`src/rtl/ibex_iter_multdiv_unit.sv`:
```
// Iterative multiply/divide unit for the EX stage. It has its own adder and its
// own operand, accumulator and result registers, so it never shares the ALU.
// Multiplication is shift-add, retiring MulBitsPerCycle multiplier bits per cycle.
// Division is restoring division on magnitudes, followed by a sign fixup cycle.
module ibex_iter_multdiv_unit #(
  parameter int Width           = 32,
  parameter int MulBitsPerCycle = 1,
  parameter bit EarlyOut        = 1'b1
) (
  input  logic             clk_i,
  input  logic             rst_i,
  input  logic             in_valid_i,
  output logic             in_ready_o,
  input  logic [1:0]       op_i,
  input  logic [1:0]       signed_mode_i,
  input  logic [Width-1:0] op_a_i,
  input  logic [Width-1:0] op_b_i,
  input  logic             data_ind_timing_i,
  input  logic             kill_i,
  output logic             out_valid_o,
  input  logic             out_ready_i,
  output logic [Width-1:0] result_o,
  output logic             busy_o
);

  localparam int K         = MulBitsPerCycle;
  localparam int MulCycles = Width / K;
  localparam int CntW      = $clog2(Width);
  localparam int PW        = Width + K + 2;   // upper partial sum before the shift
  localparam int AW        = 2 * Width + 1;   // {sign, high half, low half}

  typedef enum logic [2:0] {S_IDLE, S_MUL, S_DIV, S_FIXUP, S_DONE} state_e;

  state_e state_q, state_d;

  // Control and result registers
  logic [CntW-1:0]  cnt_q;
  logic             op_sel_q;     // op bit 0: MULH vs MUL, REM vs DIV
  logic             b_sgn_q;      // multiplier is signed
  logic             dz_q;         // divide by zero
  logic             ovf_q;        // most-negative / -1
  logic             neg_quo_q;
  logic             neg_rem_q;
  logic [Width-1:0] result_q, result_d;

  // Datapath registers
  logic [Width-1:0]        a_q;
  logic signed [Width:0]   mul_a_q;
  logic [AW-1:0]           mul_acc_q, mul_acc_d;
  logic [Width-1:0]        rem_q, rem_d;
  logic [Width-1:0]        quo_q, quo_d;
  logic [Width-1:0]        den_q;

  // Two's-complement sign application used by both operand entry and fixup.
  function automatic logic [Width-1:0] apply_sign(input logic [Width-1:0] v,
                                                  input logic neg);
    return neg ? (~v + 1'b1) : v;
  endfunction

  // RISC-V results for divide-by-zero and signed overflow.
  function automatic logic [Width-1:0] special_result(input logic is_rem,
                                                      input logic dz,
                                                      input logic [Width-1:0] a);
    if (dz) return is_rem ? a : {Width{1'b1}};
    return is_rem ? {Width{1'b0}} : a;
  endfunction

  logic             accept;
  logic             div_sgn_in, a_neg_in, b_neg_in, dz_in, ovf_in, early_in;

  assign accept     = in_valid_i & (state_q == S_IDLE) & ~kill_i;
  assign div_sgn_in = (signed_mode_i == 2'b11);
  assign a_neg_in   = div_sgn_in & op_a_i[Width-1];
  assign b_neg_in   = div_sgn_in & op_b_i[Width-1];
  assign dz_in      = (op_b_i == {Width{1'b0}});
  assign ovf_in     = div_sgn_in & (op_a_i == {1'b1, {(Width-1){1'b0}}}) &
                      (op_b_i == {Width{1'b1}});
  assign early_in   = EarlyOut & ~data_ind_timing_i & op_i[1] & (dz_in | ovf_in);

  logic                           mul_last;
  logic signed [K:0]              mul_digit;
  logic signed [Width:0]          mul_hi;
  logic signed [PW-1:0]           mul_hi_sum;
  logic signed [PW+Width-1:0]     mul_wide;
  logic [Width:0]                 div_trial;

  // One shift-add multiply step and one restoring-division step.
  always_comb begin
    mul_last   = (cnt_q == '0);
    mul_digit  = {mul_last & b_sgn_q & mul_acc_q[K-1], mul_acc_q[K-1:0]};
    mul_hi     = mul_acc_q[AW-1:Width];
    mul_hi_sum = PW'(mul_hi) + PW'(mul_a_q) * PW'(mul_digit);
    mul_wide   = {mul_hi_sum, mul_acc_q[Width-1:0]};
    mul_acc_d  = AW'(mul_wide >>> K);

    div_trial  = {rem_q, quo_q[Width-1]} - {1'b0, den_q};
    if (!div_trial[Width]) begin
      rem_d = div_trial[Width-1:0];
      quo_d = {quo_q[Width-2:0], 1'b1};
    end else begin
      rem_d = {rem_q[Width-2:0], quo_q[Width-1]};
      quo_d = {quo_q[Width-2:0], 1'b0};
    end
  end

  // Next-state and result selection.
  always_comb begin
    state_d  = state_q;
    result_d = result_q;
    case (state_q)
      S_IDLE: begin
        if (accept) begin
          if (early_in) begin
            state_d  = S_DONE;
            result_d = special_result(op_i[0], dz_in, op_a_i);
          end else begin
            state_d = op_i[1] ? S_DIV : S_MUL;
          end
        end
      end
      S_MUL: begin
        if (mul_last) begin
          state_d  = S_DONE;
          result_d = op_sel_q ? mul_acc_d[2*Width-1:Width] : mul_acc_d[Width-1:0];
        end
      end
      S_DIV: begin
        if (cnt_q == '0) state_d = S_FIXUP;
      end
      S_FIXUP: begin
        state_d = S_DONE;
        if (dz_q || ovf_q) result_d = special_result(op_sel_q, dz_q, a_q);
        else if (op_sel_q) result_d = apply_sign(rem_q, neg_rem_q);
        else               result_d = apply_sign(quo_q, neg_quo_q);
      end
      S_DONE: begin
        if (out_ready_i) state_d = S_IDLE;
      end
      default: state_d = S_IDLE;
    endcase
    if (kill_i) state_d = S_IDLE;
  end

  // Control state, request attributes and the result register.
  always_ff @(posedge clk_i or posedge rst_i) begin
    if (rst_i) begin
      state_q   <= S_IDLE;
      cnt_q     <= '0;
      op_sel_q  <= 1'b0;
      b_sgn_q   <= 1'b0;
      dz_q      <= 1'b0;
      ovf_q     <= 1'b0;
      neg_quo_q <= 1'b0;
      neg_rem_q <= 1'b0;
      result_q  <= '0;
    end else begin
      state_q  <= state_d;
      result_q <= result_d;
      if (accept) begin
        cnt_q     <= op_i[1] ? CntW'(Width - 1) : CntW'(MulCycles - 1);
        op_sel_q  <= op_i[0];
        b_sgn_q   <= signed_mode_i[1];
        dz_q      <= dz_in;
        ovf_q     <= ovf_in;
        neg_quo_q <= a_neg_in ^ b_neg_in;
        neg_rem_q <= a_neg_in;
      end else if ((state_q == S_MUL || state_q == S_DIV) && cnt_q != '0) begin
        cnt_q <= cnt_q - 1'b1;
      end
    end
  end

  // Operand capture and accumulator iteration.
  always_ff @(posedge clk_i) begin
    if (accept) begin
      a_q       <= op_a_i;
      mul_a_q   <= {signed_mode_i[0] & op_a_i[Width-1], op_a_i};
      mul_acc_q <= {{(Width+1){1'b0}}, op_b_i};
      rem_q     <= '0;
      quo_q     <= apply_sign(op_a_i, a_neg_in);
      den_q     <= apply_sign(op_b_i, b_neg_in);
    end else if (state_q == S_MUL) begin
      mul_acc_q <= mul_acc_d;
    end else if (state_q == S_DIV) begin
      rem_q <= rem_d;
      quo_q <= quo_d;
    end
  end

  assign in_ready_o  = (state_q == S_IDLE);
  assign busy_o      = (state_q != S_IDLE);
  assign out_valid_o = (state_q == S_DONE);
  assign result_o    = result_q;

endmodule
```
`config.mk`:
```
export PLATFORM = sky130hd
export DESIGN_NAME = ibex_iter_multdiv_unit
export DESIGN_NICKNAME = d
export VERILOG_FILES = /design/src/rtl/ibex_iter_multdiv_unit.sv
export SDC_FILE = /design/constraint.sdc
export NUM_CORES = 1
export LEC_CHECK = 0
export CAP_MARGIN = 15
export CORE_UTILIZATION = 58
export CTS_CLUSTER_DIAMETER = 30
export CTS_CLUSTER_SIZE = 10
export DETAILED_ROUTE_END_ITERATION = 7
export PLACE_DENSITY = 0.76
export REMOVE_ABC_BUFFERS = 1
export SLEW_MARGIN = 20
export SYNTH_ARGS = -nofsm -noshare
export SYNTH_HDL_FRONTEND = slang
export SYNTH_SLANG_ARGS = --single-unit
```
`constraint.sdc`:
```
create_clock -name clk_i -period 9.4 [get_ports clk_i]
set_input_delay 1.41 -clock clk_i [delete_from_list [all_inputs] [get_ports clk_i]]
set_output_delay 1.41 -clock clk_i [all_outputs]
set_load 0.01 [all_outputs]
```
; ---- After elaboration in Yosys (flattened, before gate mapping)
; Index checks and enable logic that the tools add are counted.
[totals]
out_inout_bits = 35
latchBits = 0
mem_count = 0
rom_bits = 0
ram_bits = 0
regBits = 272
[op_classes]
reduce_logical = 16
div_mod_pow = 0
n_shift = 0
n_eq_ne = 15
addsub = 7
n_lt_le_gt_ge = 0
mux = 43
multipliers = 1
bitwise = 20
[ops]
columns = operator, count
row1 = $mux 32, 24
row2 = $add 32x1->32 const B, 4
row3 = $not 32->32, 4
row4 = $pmux 32 s3, 1
row5 = $eq 32x32->1 const B, 2
row6 = $add 33x34->34, 1
row7 = $mul 33x2->34, 1
row8 = $sub 33x32->33, 1
row9 = $logic_not 32->1, 1
row10 = $mux 3, 6
row11 = $pmux 3 s5, 1
row12 = $and 1x1->1, 11
row13 = $mux 5, 2
row14 = $mux 1, 8
row15 = $reduce_and 4->1, 2
row16 = $eq 3x2->1 const B, 2
row17 = $ne 3x3->1 const B, 2
row18 = $reduce_bool 2->1, 3
row19 = $reduce_bool 3->1, 2
row20 = $logic_not 5->1, 1
row21 = $reduce_bool 5->1, 1
row22 = $sub 5x1->5 const B, 1
row23 = $ne 2x1->1 const B, 2
row24 = $ne 2x2->1 const B, 2
row25 = 13 further kinds, 17

; ---- Depth between registers and ports, before layout
[depth]
word_depth = 12
ltp_mapped = 22
ltp_nobuf = 19

; ---- Worst setup path after synthesis
; OpenSTA, ideal clock, no wires.
[synth_timing]
kind = flip-flop to flip-flop
startpoint = register cnt_q[0]
endpoint = register result_q[26] (netlist: result_o[26])
arrival_time_ps = 4606
stages_incl_launch_ff = 21
slack_ps = 4675
n_path_buf = 1
cell_sequence = dfrtp_1 -> inv_1 -> ha_1 -> nor4b_2 -> nand3_1 -> inv_1 -> clkbuf_1 -> nand2b_1 -> fa_1 -> inv_1 -> ha_1 -> and4_1 -> a221o_1 -> o21a_1 -> o22ai_1 -> o31a_1 -> o21ai_1 -> a221oi_1 -> xor2_1 -> o211ai_1 -> o21a_1
[synth_via]
elab_chain_len = 8
[synth_rtl]
columns = item, line
row1 = "start, declared", 37  ; logic [CntW-1:0] cnt_q;
row2 = "start signal, assigned", 160  ; cnt_q <= op_i[1] ? CntW'(Width - 1) : CntW'(MulCycles - 1);
row3 = "start signal, assigned", 168  ; cnt_q <= cnt_q - 1'b1;
row4 = $logic_not 5->1 (*), 89  ; mul_last = (cnt_q == '0);
row5 = $and 1x1->1 (2 in a row), 90  ; mul_digit = {mul_last & b_sgn_q & mul_acc_q[K-1], mul_acc_q[K-1:0]};
row6 = $mul 33x2->34, 92  ; mul_hi_sum = PW'(mul_hi) + PW'(mul_a_q) * PW'(mul_digit);
row7 = $add 33x34->34, 92
row8 = $mux 32, 124  ; result_d = op_sel_q ? mul_acc_d[2*Width-1:Width] : mul_acc_d[Width-1:0];
row9 = $mux 32, 122  ; if (mul_last) begin
row10 = $pmux 32 s3, 110  ; case (state_q)
row11 = "end signal, assigned", 158  ; result_q <= result_d;
row12 = "end, declared", 44  ; logic [Width-1:0] result_q, result_d;
; Every way passes the cells marked *; elsewhere a longest branch is shown, timed or not. The select of a mux whose other input is x is not followed.
; A chain may end at the register's enable or synchronous reset.

; ---- Worst setup path in the final report
[layout_timing]
startpoint = register cnt_q[0]
endpoint = register result_q[23] (netlist: result_o[23])
; Same word-level chain as after synthesis.

==> results.md <==
* Net Switching at 0.00325 W
* Switching part of the total power at a little over two fifths
* Syn avg cell area at approximately 8.4 µm²
* Average wire per standard cell at between 20 and 25 µm
* Mapped Cells at between 2000 and 2500
* Setup TNS at 0 ps
* Antenna-violating nets left at 0
* Layout Area Growth over Synthesis at 19.9%
* Std-Cell Core Area at about 31000 µm²
* GP Congestion at 0.937
* Number of global-route vias before repair at around 17000
* Vias at 17354
* Synth Register Bits at 240
* Synth area leaders: edfxtp_1, dfxtp_1, nand2_1
* # DRC at 0
* Synth area leader: edfxtp_1
* Least-Margin Pin Slew at approximately 1200 ps
* Largest net degree at the start of global routing at 84
* Clock skew at approximately 32 ps
* Most common cell after layout, fill and taps aside: nand2_1
* Netlist cell types at 90
* Via/cell ratio at roughly 6.5
* Max Clk Rate at approximately 150 MHz
* HP Class: flip-flop to flip-flop
* VDD IR max at approximately 0.19 mV
* DP Worst Slack at ~3400 ps
* Crit share post-route at 69.6%
* CTS Buf Count at 66
* Setup Crit Path Kind: flip-flop to flip-flop
* Die width at approximately 180 µm
* Clock latency on the worst-skew pair at ~560 ps
* Clk network pwr share at 30.0%
* First-pass GRT wire length at slightly above 90000 µm
* Worst Path Required at 9800 ps
* Row count at 64
* Grt ovf at 0
* Clk sink count at 240
* WL final at around 60000 µm
* I/O Pins at about 110
* Worst path slowest cell: nor4b_2
* Worst-path cell chain: inv_1, ha_1, nor4b_2, nand3_1, inv_1, buf_4, nand2b_1, fa_1, inv_1, ha_1, a21o_1, a21o_1, a21oi_1, o21ai_0, a41oi_1, a21oi_1, xnor2_1, nor2_1, a2111oi_0, a21oi_1
* Initial antenna violation count at 0
* Pins over their slew limit at 0
* CP peak stage delay at around 710 ps
* Max-cap violations at 0
* Starting Density at 59.2%
* Clock Tree Buf Depth at 3
* Setup ws final at between 2000 and 3000 ps
* Startpoint types: flip-flop
* Tmin final at about 6500 ps
* Hold_buf cts at 0
* Post-synth EDFFs at about 130
* Pre-Repair DR Iteration Count at 5
* Crit. End Element: flip-flop
* Dpl hpwl at slightly above 40000 µm
* Headroom to the max-slew limit at between 10% and 20%
* Register area share after synthesis at between 30% and 40%
* Antenna diodes at 0
* Total GRT Usage at 38.2%
* Die Span Y at about 180 µm
* # resized after CTS at 0
* I/O Buffers at 108
* Post-CTS Setup Inserts at 0
* Main synth FF type: edfxtp_1
* DR iter-0 viols at ~2000
* Finish-stage setup viols at 0
* Final nets at about 2400
* Share of cells above drive strength 1 at roughly 8%
* Status: complete, no violations
* Combinational Power Share at between 40 and 50%
* DIE AREA at between 30000 and 40000 µm²
* Top-area cell type share of the netlist area at a little over a fifth
* Crit Path Max Fanout at 20
* Unrepaired setup endpoints after global routing: no
* Clk Tree Root Cell: clkbuf_16
* Synthesized cell area at 18100 µm²
* Final hold vios at 0
* Total design power at 0.00772 W
* Worst endpoint data arrival time at 6940 ps
* Leak Pwr at about 8.8 nW
* Clock slew seen by the registers of the worst setup and hold paths at 50 ps
* H-Tree Level Count at 3
* Synth warn at 0
* Share of synthesized registers carrying an async set or reset at 19.2%
* Internal at 0.00447 W
* Most frequent cells in the layout: nand2_1, nor2_1, inv_1, a21oi_1, o21ai_0
* PwrDens at 355 nW/µm²
* TritonCTS clock tree: built
* Register share of total power at 25.7%
power groups by stage:
stage,combinational [W],clock (W),sequential (W)
final,0.00342,0.00232,0.00198
after global routing,0.00373,0.00239,0.00202
after CTS,0.00336,0.00232,0.00197
after detailed placement,0.00333,0,0.00198
after global placement,0.00325,0,0.00197
after floorplan,0.00227,0,0.00189
stage by stage:
stage                     cell area (µm²)  instances  utilization (%)  hold WS (ps)
after detailed placement            19500       2568             63.5           457
after CTS                           21800       2687             70.9           467
after global routing                21800       2687             70.9           496
final                               21800       2687             70.9           469
after global placement              19500       2568             63.5           447
after floorplan                     17700       2040                -           438
layout make-up:
type / count / area (µm²)
multi-input combinational: 1644 / 10800
fill: 2375 / 8910
sequential: 240 / 6330
clock buffer: 80 / 1790
timing repair buffer: 132 / 1260
inverter: 156 / 588
clock inverter: 39 / 504
tap: 396 / 495
final timing paths:
kind / startpoint / endpoint / slack, ps / cells past startpoint
min: mul_acc_q[53] / mul_acc_q[53] / 470 / 2
max: cnt_q[0] / result_o[23] / 2850 / 20
min reg2reg: mul_acc_q[53] / mul_acc_q[53] / 470 / 2
min in group asynchronous: rst_i / result_o[6] / 1370 / 3
max reg2reg: cnt_q[0] / result_o[23] / 2850 / 20
max in group asynchronous: rst_i / neg_rem_q / 7500 / 3
cell usage after synthesis (25+ instances only):
library cell	number
a21o_1	31
a21oi_1	146
clkbuf_1	88
dfrtp_1	46
dfxtp_1	65
edfxtp_1	129
fa_1	34
ha_1	72
inv_1	155
nand2_1	324
nand2b_1	43
nand3_1	47
nand4_1	31
nor2_1	163
nor3_1	37
o211ai_1	35
o21ai_0	138
o221ai_1	25
o31ai_1	34
xnor2_1	106
xor2_1	71
metal layers:
layer  share of wire, %  track usage [%]
met1                 39             49.0
met2                 46             60.6
met3                 10             7.04
met4                5.2             21.3
met5                  0                0
critical path, delay by kind of cell, from the launching register on:
kind | cells | cell delay [ps]
adder cells (fa/ha/maj) | 3 | 1020
AO/OA/AOI/OAI | 8 | 2180
buffers and inverters | 4 | 1000
flip-flops | 1 | 410
AND/OR/NAND/NOR | 4 | 1420
XOR/XNOR | 1 | 320
sequential cells by signal, indices dropped and copies added, names as in the netlist:
register,cells
result_o,32
quo_q,32
neg_rem_q,1
rem_q,32
dz_q,1
state_q,3
a_q,31
cnt_q,5
mul_a_q,2
ovf_q,1
b_sgn_q,1
den_q,32
mul_acc_q,65
neg_quo_q,1
op_sel_q,1
cell families (layout without fill, tap and decap cells):
family / Yosys count / count (layout) / share of synthesized area, %
AND/OR/NAND/NOR: 766 / 766 / 20.0
AO/OA/AOI/OAI: 564 / 564 / 20.3
buffers and inverters: 272 / 407 / 5.87
flip-flops: 240 / 240 / 34.9
XOR/XNOR: 177 / 177 / 8.54
adder cells (fa/ha/maj): 117 / 117 / 9.32
multiplexers: 20 / 20 / 1.16
(Power assumes the default switching activity.)
